File: config.mk
export PLATFORM = sky130hd
export DESIGN_NAME = blob_label_resolver
export DESIGN_NICKNAME = d
export VERILOG_FILES = /design/src/rtl/blob_pkg.sv /design/src/rtl/blob_root_ram.sv /design/src/rtl/blob_label_resolver.sv
export SDC_FILE = /design/constraint.sdc
export NUM_CORES = 2
export LEC_CHECK = 0
export CORE_UTILIZATION = 58
export CTS_BUF_LIST = sky130_fd_sc_hd__clkbuf_8
export DETAILED_ROUTE_END_ITERATION = 6
export PLACE_DENSITY = 0.8
export SLEW_MARGIN = 15
export SYNTH_ARGS = -nofsm -noshare
export SYNTH_HDL_FRONTEND = slang
export SYNTH_SLANG_ARGS = --single-unit
File: constraint.sdc
create_clock -name clk -period 11.7 [get_ports clk]
set_input_delay 2.34 -clock clk [delete_from_list [all_inputs] [get_ports clk]]
set_output_delay 2.34 -clock clk [all_outputs]
set_load 0.02 [all_outputs]
File: src/rtl/blob_pkg.sv
// Shared constants and resolver state encoding for the CCL label-equivalence resolver.
package blob_pkg;

  localparam int unsigned LABELSIZE = 8;
  localparam int unsigned INDEXW    = LABELSIZE + 1;

  localparam logic [LABELSIZE-1:0] BG_LABEL = '0;

  typedef enum logic [2:0] {
    StIdle,
    StStart,
    StRead,
    StWrite,
    StDone
  } res_state_e;

endpackage

File: src/rtl/blob_root_ram.sv
// Root-label RAM: one write port, one read port with a registered (1-cycle) output.
module blob_root_ram #(
  parameter int unsigned Width = 8,
  parameter int unsigned AddrW = 8
) (
  input  logic             clk,
  input  logic             we,
  input  logic [AddrW-1:0] waddr,
  input  logic [Width-1:0] wdata,
  input  logic             re,
  input  logic [AddrW-1:0] raddr,
  output logic [Width-1:0] rdata
);

  localparam int unsigned Depth = 2 ** AddrW;

  logic [Width-1:0] mem [Depth];

  // No reset: contents are only meaningful after a completed resolve walk.
  always_ff @(posedge clk) begin
    if (we) begin
      mem[waddr] <= wdata;
    end
    if (re) begin
      rdata <= mem[raddr];
    end
  end

endmodule

File: src/rtl/blob_label_resolver.sv
// Between-frame resolver: flattens the first-pass equivalence table to roots, counts blobs,
// and serves root lookups to the relabelling pass.
module blob_label_resolver
  import blob_pkg::*;
#(
  parameter int unsigned LabelSize = LABELSIZE,
  parameter int unsigned IndexW    = INDEXW
) (
  input  logic                 clk,
  input  logic                 reset_n,
  input  logic                 frame_valid,
  input  logic                 too_many_labels,
  input  logic [LabelSize-1:0] label_count,
  output logic [IndexW-1:0]    ll_index,
  input  logic [LabelSize-1:0] ll_data,
  output logic                 busy,
  output logic                 done,
  output logic                 overflow,
  output logic [LabelSize-1:0] blob_count,
  input  logic                 lookup_req,
  input  logic [LabelSize-1:0] lookup_label,
  output logic                 lookup_ready,
  output logic                 lookup_rvalid,
  output logic [LabelSize-1:0] lookup_root
);

  res_state_e           state_q;
  logic                 fv_q;
  logic [LabelSize-1:0] cnt_q;
  logic [LabelSize-1:0] lbl_q;
  logic                 par_ok_q;
  logic                 hit_q;

  logic                 frame_end;
  logic                 walk_rd;
  logic                 lookup_accept;
  logic                 lookup_hit;
  logic                 ram_we;
  logic                 ram_re;
  logic [LabelSize-1:0] ram_raddr;
  logic [LabelSize-1:0] ram_rdata;
  logic [LabelSize-1:0] root;
  logic [LabelSize-1:0] lbl_nxt;

  always_comb begin
    frame_end     = fv_q & ~frame_valid;
    // Only a strictly smaller, non-background parent already has a resolved root.
    walk_rd       = (state_q == StRead) && (ll_data != LabelSize'(BG_LABEL)) && (ll_data < lbl_q);
    lookup_accept = lookup_req & lookup_ready;
    lookup_hit    = (lookup_label != LabelSize'(BG_LABEL)) && (lookup_label <= cnt_q) &&
                    !overflow;
    ram_re        = walk_rd | lookup_accept;
    ram_raddr     = (state_q == StRead) ? ll_data : lookup_label;
    ram_we        = (state_q == StWrite);
    root          = par_ok_q ? ram_rdata : lbl_q;
    lbl_nxt       = lbl_q + LabelSize'(1);
  end

  assign lookup_root = hit_q ? ram_rdata : '0;

  blob_root_ram #(
    .Width (LabelSize),
    .AddrW (LabelSize)
  ) u_root_ram (
    .clk   (clk),
    .we    (ram_we),
    .waddr (lbl_q),
    .wdata (root),
    .re    (ram_re),
    .raddr (ram_raddr),
    .rdata (ram_rdata)
  );

  always_ff @(posedge clk or negedge reset_n) begin
    if (!reset_n) begin
      state_q       <= StIdle;
      fv_q          <= 1'b0;
      cnt_q         <= '0;
      lbl_q         <= '0;
      par_ok_q      <= 1'b0;
      hit_q         <= 1'b0;
      ll_index      <= '0;
      busy          <= 1'b0;
      done          <= 1'b0;
      overflow      <= 1'b0;
      blob_count    <= '0;
      lookup_ready  <= 1'b0;
      lookup_rvalid <= 1'b0;
    end else begin
      fv_q          <= frame_valid;
      done          <= 1'b0;
      lookup_rvalid <= lookup_accept;
      hit_q         <= lookup_accept & lookup_hit;

      unique case (state_q)
        StIdle: begin
          if (frame_end) begin
            state_q <= StStart;
          end
        end

        StStart: begin
          cnt_q      <= label_count;
          blob_count <= '0;
          if (too_many_labels) begin
            overflow     <= 1'b1;
            done         <= 1'b1;
            lookup_ready <= 1'b1;
            state_q      <= StDone;
          end else if (label_count == '0) begin
            overflow     <= 1'b0;
            done         <= 1'b1;
            lookup_ready <= 1'b1;
            state_q      <= StDone;
          end else begin
            overflow <= 1'b0;
            lbl_q    <= LabelSize'(1);
            ll_index <= IndexW'(1);
            busy     <= 1'b1;
            state_q  <= StRead;
          end
        end

        StRead: begin
          if (frame_valid) begin
            busy    <= 1'b0;
            state_q <= StIdle;
          end else begin
            par_ok_q <= walk_rd;
            state_q  <= StWrite;
          end
        end

        StWrite: begin
          if (frame_valid) begin
            busy    <= 1'b0;
            state_q <= StIdle;
          end else begin
            if (root == lbl_q) begin
              blob_count <= blob_count + LabelSize'(1);
            end
            if (lbl_q == cnt_q) begin
              busy         <= 1'b0;
              done         <= 1'b1;
              lookup_ready <= 1'b1;
              state_q      <= StDone;
            end else begin
              lbl_q    <= lbl_nxt;
              ll_index <= IndexW'(lbl_nxt);
              state_q  <= StRead;
            end
          end
        end

        StDone: begin
          if (frame_end) begin
            lookup_ready <= 1'b0;
            state_q      <= StStart;
          end
        end

        default: begin
          state_q <= StIdle;
        end
      endcase
    end
  end

endmodule

======== Word-level counts from Yosys, hierarchy flattened ========
Memory sizes are Yosys's and may differ from the RTL's. A register that Yosys moved wholly into a read port is not among the register bits.
Index checks and enable logic that the tools add are counted.
word-level totals
  word-level logic and storage cells ...... 101
  memories ................................ 1
  bits in registers ....................... 44
  output and inout port bits .............. 30
  bits in writable memories ............... 2048
memories
  name            depth  width  read ports  clocked after Yosys merged registers in  wr ports  line                 RTL
  u_root_ram.mem  256    8      1           1                                        1         blob_root_ram.sv:17  logic [Width-1:0] mem [Depth];
operators by class
  $add $sub $neg .......................... 2
  eq/ne operators ......................... 17
  bitwise gates (word level) .............. 5
  mux-type cells .......................... 43
  magnitude comparators ................... 2
  reductions and logical operators ........ 18
operator list
  operator                                               count
  2-to-1 mux 8 bit                                       9
  2-to-1 mux 9 bit                                       4
  case mux 8 bit (2 select lines)                        2
  case mux 9 bit (2 select lines)                        1
  2-to-1 mux 1 bit                                       17
  adder 8 x 1 -> 8 bit, second input constant            2
  == test 8 bit                                          2
  nonzero test 8 bit                                     2
  2-to-1 mux 3 bit                                       5
  AND reduction 5 bit                                    3
  inequality test 2 bit, second input constant           6
  case mux 3 bit (4 select lines)                        1
  less-or-equal comparator 8 bit                         1
  zero test 8 bit                                        1
  less-than comparator 8 bit                             1
  == test 3 x 2 -> 1 bit, second input constant          2
  inequality test 2 x 1 -> 1 bit, second input constant  3
  case mux 1 bit (3 select lines)                        2
  nonzero test 3 bit                                     2
  logical AND 1 bit                                      4
  bitwise AND 1 bit                                      3
  == test 3 x 1 -> 1 bit, second input constant          1
  == test 3 bit, second input constant                   1
  zero test 3 bit                                        1
  other kinds (11)                                       11

======== Logic depth before layout (Yosys ltp) ========
  depth after elaboration ................. 5
  depth in mapped cells ................... 14
  depth with buffers taken out ............ 10

======== Cells and area by module ========
Synthesis repeated with hierarchy kept, for this count alone.
unflattened totals
  cell total of the unflattened synthesis .. 4011
  area total of the unflattened synthesis .. 82176.3 µm²
modules (own cells, without submodules)
  module               times used  area an instance (µm²)  cells each  sequential area each (µm²)
  blob_root_ram        1           79636.4                 3733        61739.2
  blob_label_resolver  1           2539.9                  278         875.8

======== Least setup slack after synthesis ========
Ideal clock, no wire load.
  path kind ............................... reg2reg
  from .................................... reg ll_index[6] (netlist name)
  to ...................................... mem u_root_ram.mem[0][6], data pin
  data arrival time ....................... 10849 ps
  setup time .............................. 2188 ps
  buffers on the path ..................... 1
  period minus slack after synthesis ...... 13037 ps
  path slack .............................. -1337 ps
  cell stages (with the launch flop) ...... 4
  path through ............................ dfrtp_1 > clkbuf_1 > inv_1 > o21ai_0
RTL lines
  item       line
  to (decl)  blob_root_ram.sv:17

======== Worst setup path in the final report ========
  from .................................... in ll_data[1]
  to ...................................... reg u_root_ram.rdata[3], read port of u_root_ram.mem, data pin
between the ends
  longest elaborated chain between the ends .. 4
  elaborated cells between the ends (all ways) .. 6
ends and longest elaborated chain
  item                                                                line                       RTL
  from (decl)                                                         blob_label_resolver.sv:15  input logic [LabelSize-1:0] ll_data,
  branches (longest 4 deep; another with less-than comparator 8 bit)  n/a
  to (decl)                                                           blob_root_ram.sv:12        output logic [Width-1:0] rdata
Parallel ways; which one is timed is not known.
A chain may end at the register's enable or synchronous reset.

==> impl_results.md <==
- Run status: finished, violations left
- Failing checks: DRC
- Filler cells: 9742
- Setup TNS: 0 ns
- Worst Path Required: 12.45 ns
- Post-route ant nets: 0
- Vias in the first global route: 53977
- DP Wirelength: 148000 um
- Number of gates resized after cts: 0
- Maximum clock path buffer count: 4
- Initial Util: 0.588
- Pleak: 31.0 nW
- Port Buffer Count: 57
- Tightest Pin Transition: 1.39 ns
- Die height: 382 um
- Final WS setup: 4.81 ns
- Post-synth top area share: 0.738
- Period utilisation layout: 0.589
- Core area: 142000 sq um
- Crit end category: flip-flop
- Tot Pwr: 17.6 mW
- DR WL/cell: 29.5 um
- Seq cells post-synth: 2091
- Post-layout min period: 6.89 ns
- Critical path arrival: 7.64 ns
- Post-synth EDFFs: 2056
- Post-Synth XOR/XNOR Area: 0.00293
- Hold Slack: 0.517 ns
- Max Clk Rate: 0.145 GHz
- CP max FO: 87
- Yosys warnings: 0
- Distinct cells, synth: 77
- Compound-cell area share of the yosys netlist: 0.0496
- CTS Hold Buffers Added: 0
- H-tree depth: 5
- First-pass GRT wire length: 358000 um
- Row cnt: 138
- Horiz. Die Dim: 382 um
- Via density: 6.71
- DRT Wirelength: 252000 um
- Num CTS Buffers: 327
- Layout Skew: 0.0852 ns
- Largest net degree at the start of global routing: 233
- Hold Crit Class: reg2reg
- Clk root buf: clkbuf_8
- Sequential fraction of the synthesis area: 0.748
- Initial antenna violation count: 19
- Final setup viols: 0
- Worst-skew pair later-pin latency: 1.05 ns
- Synthesized-area fraction occupied by adder cells: 0.00299
- Setup bufs post-CTS: 0
- Mapped Area: 83700 sq um
- Via count: 57160
- Max-slew headroom: 0.0693
- Final #Nets: 6452
- RSZ-0062 raised after global routing: no
- Synth top area cells: edfxtp_1, nand2_1, nand3_1, mux2i_1, nor2_1
- Initial DRC Count: 10024
- Top FF cell, synth: edfxtp_1
- Io pins: 59
- Synthesized Nets: 6346
- P&R area growth vs syn: 9.45%
- Clock sink count: 2091
- Gr usage total: 0.340
- Synth async-reset ratio: 0.0167
- CP Launch Type: input port
- Post-synthesis mux area share: 0.0249
- Hold Vio Cnt, Final: 0
- Avg Inst Size Synth: 13.3 sq um
- Residual DRC: 1
- Clock Pin Slew Worst Setup and Hold Paths: 0.06 ns
- Fin. max-slew vios: 0
- Maximum VDD drop: 0.173 mV
- Cell taking the most area after synthesis: edfxtp_1
- Largest family of logic cells by synthesized area: simple AND/OR/NAND/NOR gates
- Pwr Density: 192 nW/um^2
- Kind of critical path: in2reg
- GRT Residual Overflow: 0
- Setup WS pre-CTS: 4.15 ns
- Max-cap viol count: 0
- Gpl congestion: 0.964
- Layout cell share with drive strength beyond 1: 0.0798
- Die area: 146000 sq um
- Synth Instances: 6297
- CTS tree: done
- First-pass DRT Iterations: 7
- Post-synthesis simple-gate area fraction: 0.149
-- critical path, cell delays in order --
cell and delay [ns]:
clkdlybuf4s50_1 0.78, mux2_8 0.67, buf_4 0.86, buf_4 0.77, and3_1 0.27, a31oi_1 0.05, o2111ai_1 0.27, a41oi_1 0.31
nor4_1 0.98, nand3_1 0.18
-- registers in the layout, indices dropped and copies added, names as in the netlist --
signal and flops:
u_root_ram.mem 2048, blob_count 8, cnt_q 8, ll_index 8
u_root_ram.rdata 8, state_q 3, busy 1, done 1
fv_q 1, hit_q 1, lookup_ready 1, lookup_rvalid 1
overflow 1, par_ok_q 1
-- final cells by class --
type	count	area [sq um]	share of cell area
Timing Repair Buffer	173	1540	0.0168
Multi-Input combinational cell	3789	19400	0.212
Inverter	21	78.8	0.000861
Clock buffer	335	4610	0.0504
Tap cell	1890	2360	0.0258
Antenna cell	17	42.5	0.000465
Clock inverter	208	898	0.00981
Sequential cell	2091	62600	0.684
-- cell families after synthesis --
| group | count (synthesis) |
|---|---|
| adders and majority gates | 20 |
| xor gates and xnor gates | 28 |
| muxes | 204 |
| DFF | 2091 |
| buffers and inverters | 417 |
| and+or+nand+nor | 2913 |
| AOI/OAI and AO/OA | 623 |
| other | 1 |
-- power by group --
group          total, mW  internal [mW]  switching, mW
registers           8.92           8.83         0.0907
clock network       5.45           2.70           2.75
logic               3.22          0.710           2.51
total               17.6           12.2           5.35
-- stage by stage --
step                      cell area, sq um   util  std cells
after floorplan                      83700      -       6297
after global placement               86000  0.604       7964
after detailed placement             86000  0.605       7964
after CTS                            91500  0.643       8507
after global routing                 91500  0.643       8509
final                                91600  0.644       8524
-- cells in the mapped netlist (all sizes together) (3+ instances only) --
cell / n
a41oi: 27
nor2: 321
a32oi: 57
a311o: 4
a21o: 7
o211ai: 5
o21a: 3
a311oi: 11
o2111ai: 28
and2: 11
dfrtp: 35
o221ai: 4
o21ai: 62
nand4: 131
a22oi: 12
a31oi: 169
o31ai: 9
or4: 3
a32o: 5
clkbuf: 161
a41o: 4
inv: 21
ha: 20
o22ai: 61
nor2b: 13
edfxtp: 2056
a222oi: 4
a21oi: 123
buf: 235
a211oi: 8
nand3: 577
nand2b: 7
nand2: 1728
or2: 3
xnor2: 22
and3: 57
a2111oi: 3
xor2: 6
nor3: 25
mux2: 11
nor4: 28
mux2i: 193
-- path summary, 6_finish.rpt --
path / cells past startpoint / from / slack, ns / to
max: 10 / ll_data[1] / 4.81 / u_root_ram.rdata[3]
min: 1 / overflow / 0.52 / hit_q
max reg2reg: 11 / state_q[1] / 5.60 / u_root_ram.rdata[3]
min reg2reg: 1 / overflow / 0.52 / hit_q
max in group asynchronous: 1 / reset_n / 9.80 / ll_index[0]
min in group asynchronous: 1 / reset_n / 1.38 / lookup_rvalid
-- routing by layer --
metal  vias to the layer above  routed length (um)  track usage
met5                         -                 284      0.00496
met1                     27310               82100        0.428
li1                      23513                   -            -
met4                        20               16800        0.211
met3                      1007               42800        0.137
met2                      5310              109000        0.491
-- placed cells by master (no fill, tap or decap), types with 20 or more instances in the layout --
cell type	Yosys	layout
nor2_1	318	312
nand2_1	1728	1725
a41oi_1	27	27
ha_1	20	20
mux2i_1	191	188
a31oi_1	169	168
nand4_1	131	131
a21oi_1	123	122
nor3_1	22	21
xnor2_1	22	22
inv_1	21	123
nor4_1	28	27
o22ai_1	61	61
a32oi_1	57	57
dfrtp_1	35	35
and3_1	57	57
clkdlybuf4s50_1	0	56
clkbuf_8	0	335
o2111ai_1	28	28
edfxtp_1	2056	2056
o21ai_0	56	48
buf_4	11	108
clkinv_1	0	82
nand3_1	573	573
(Power assumes the default switching activity.)
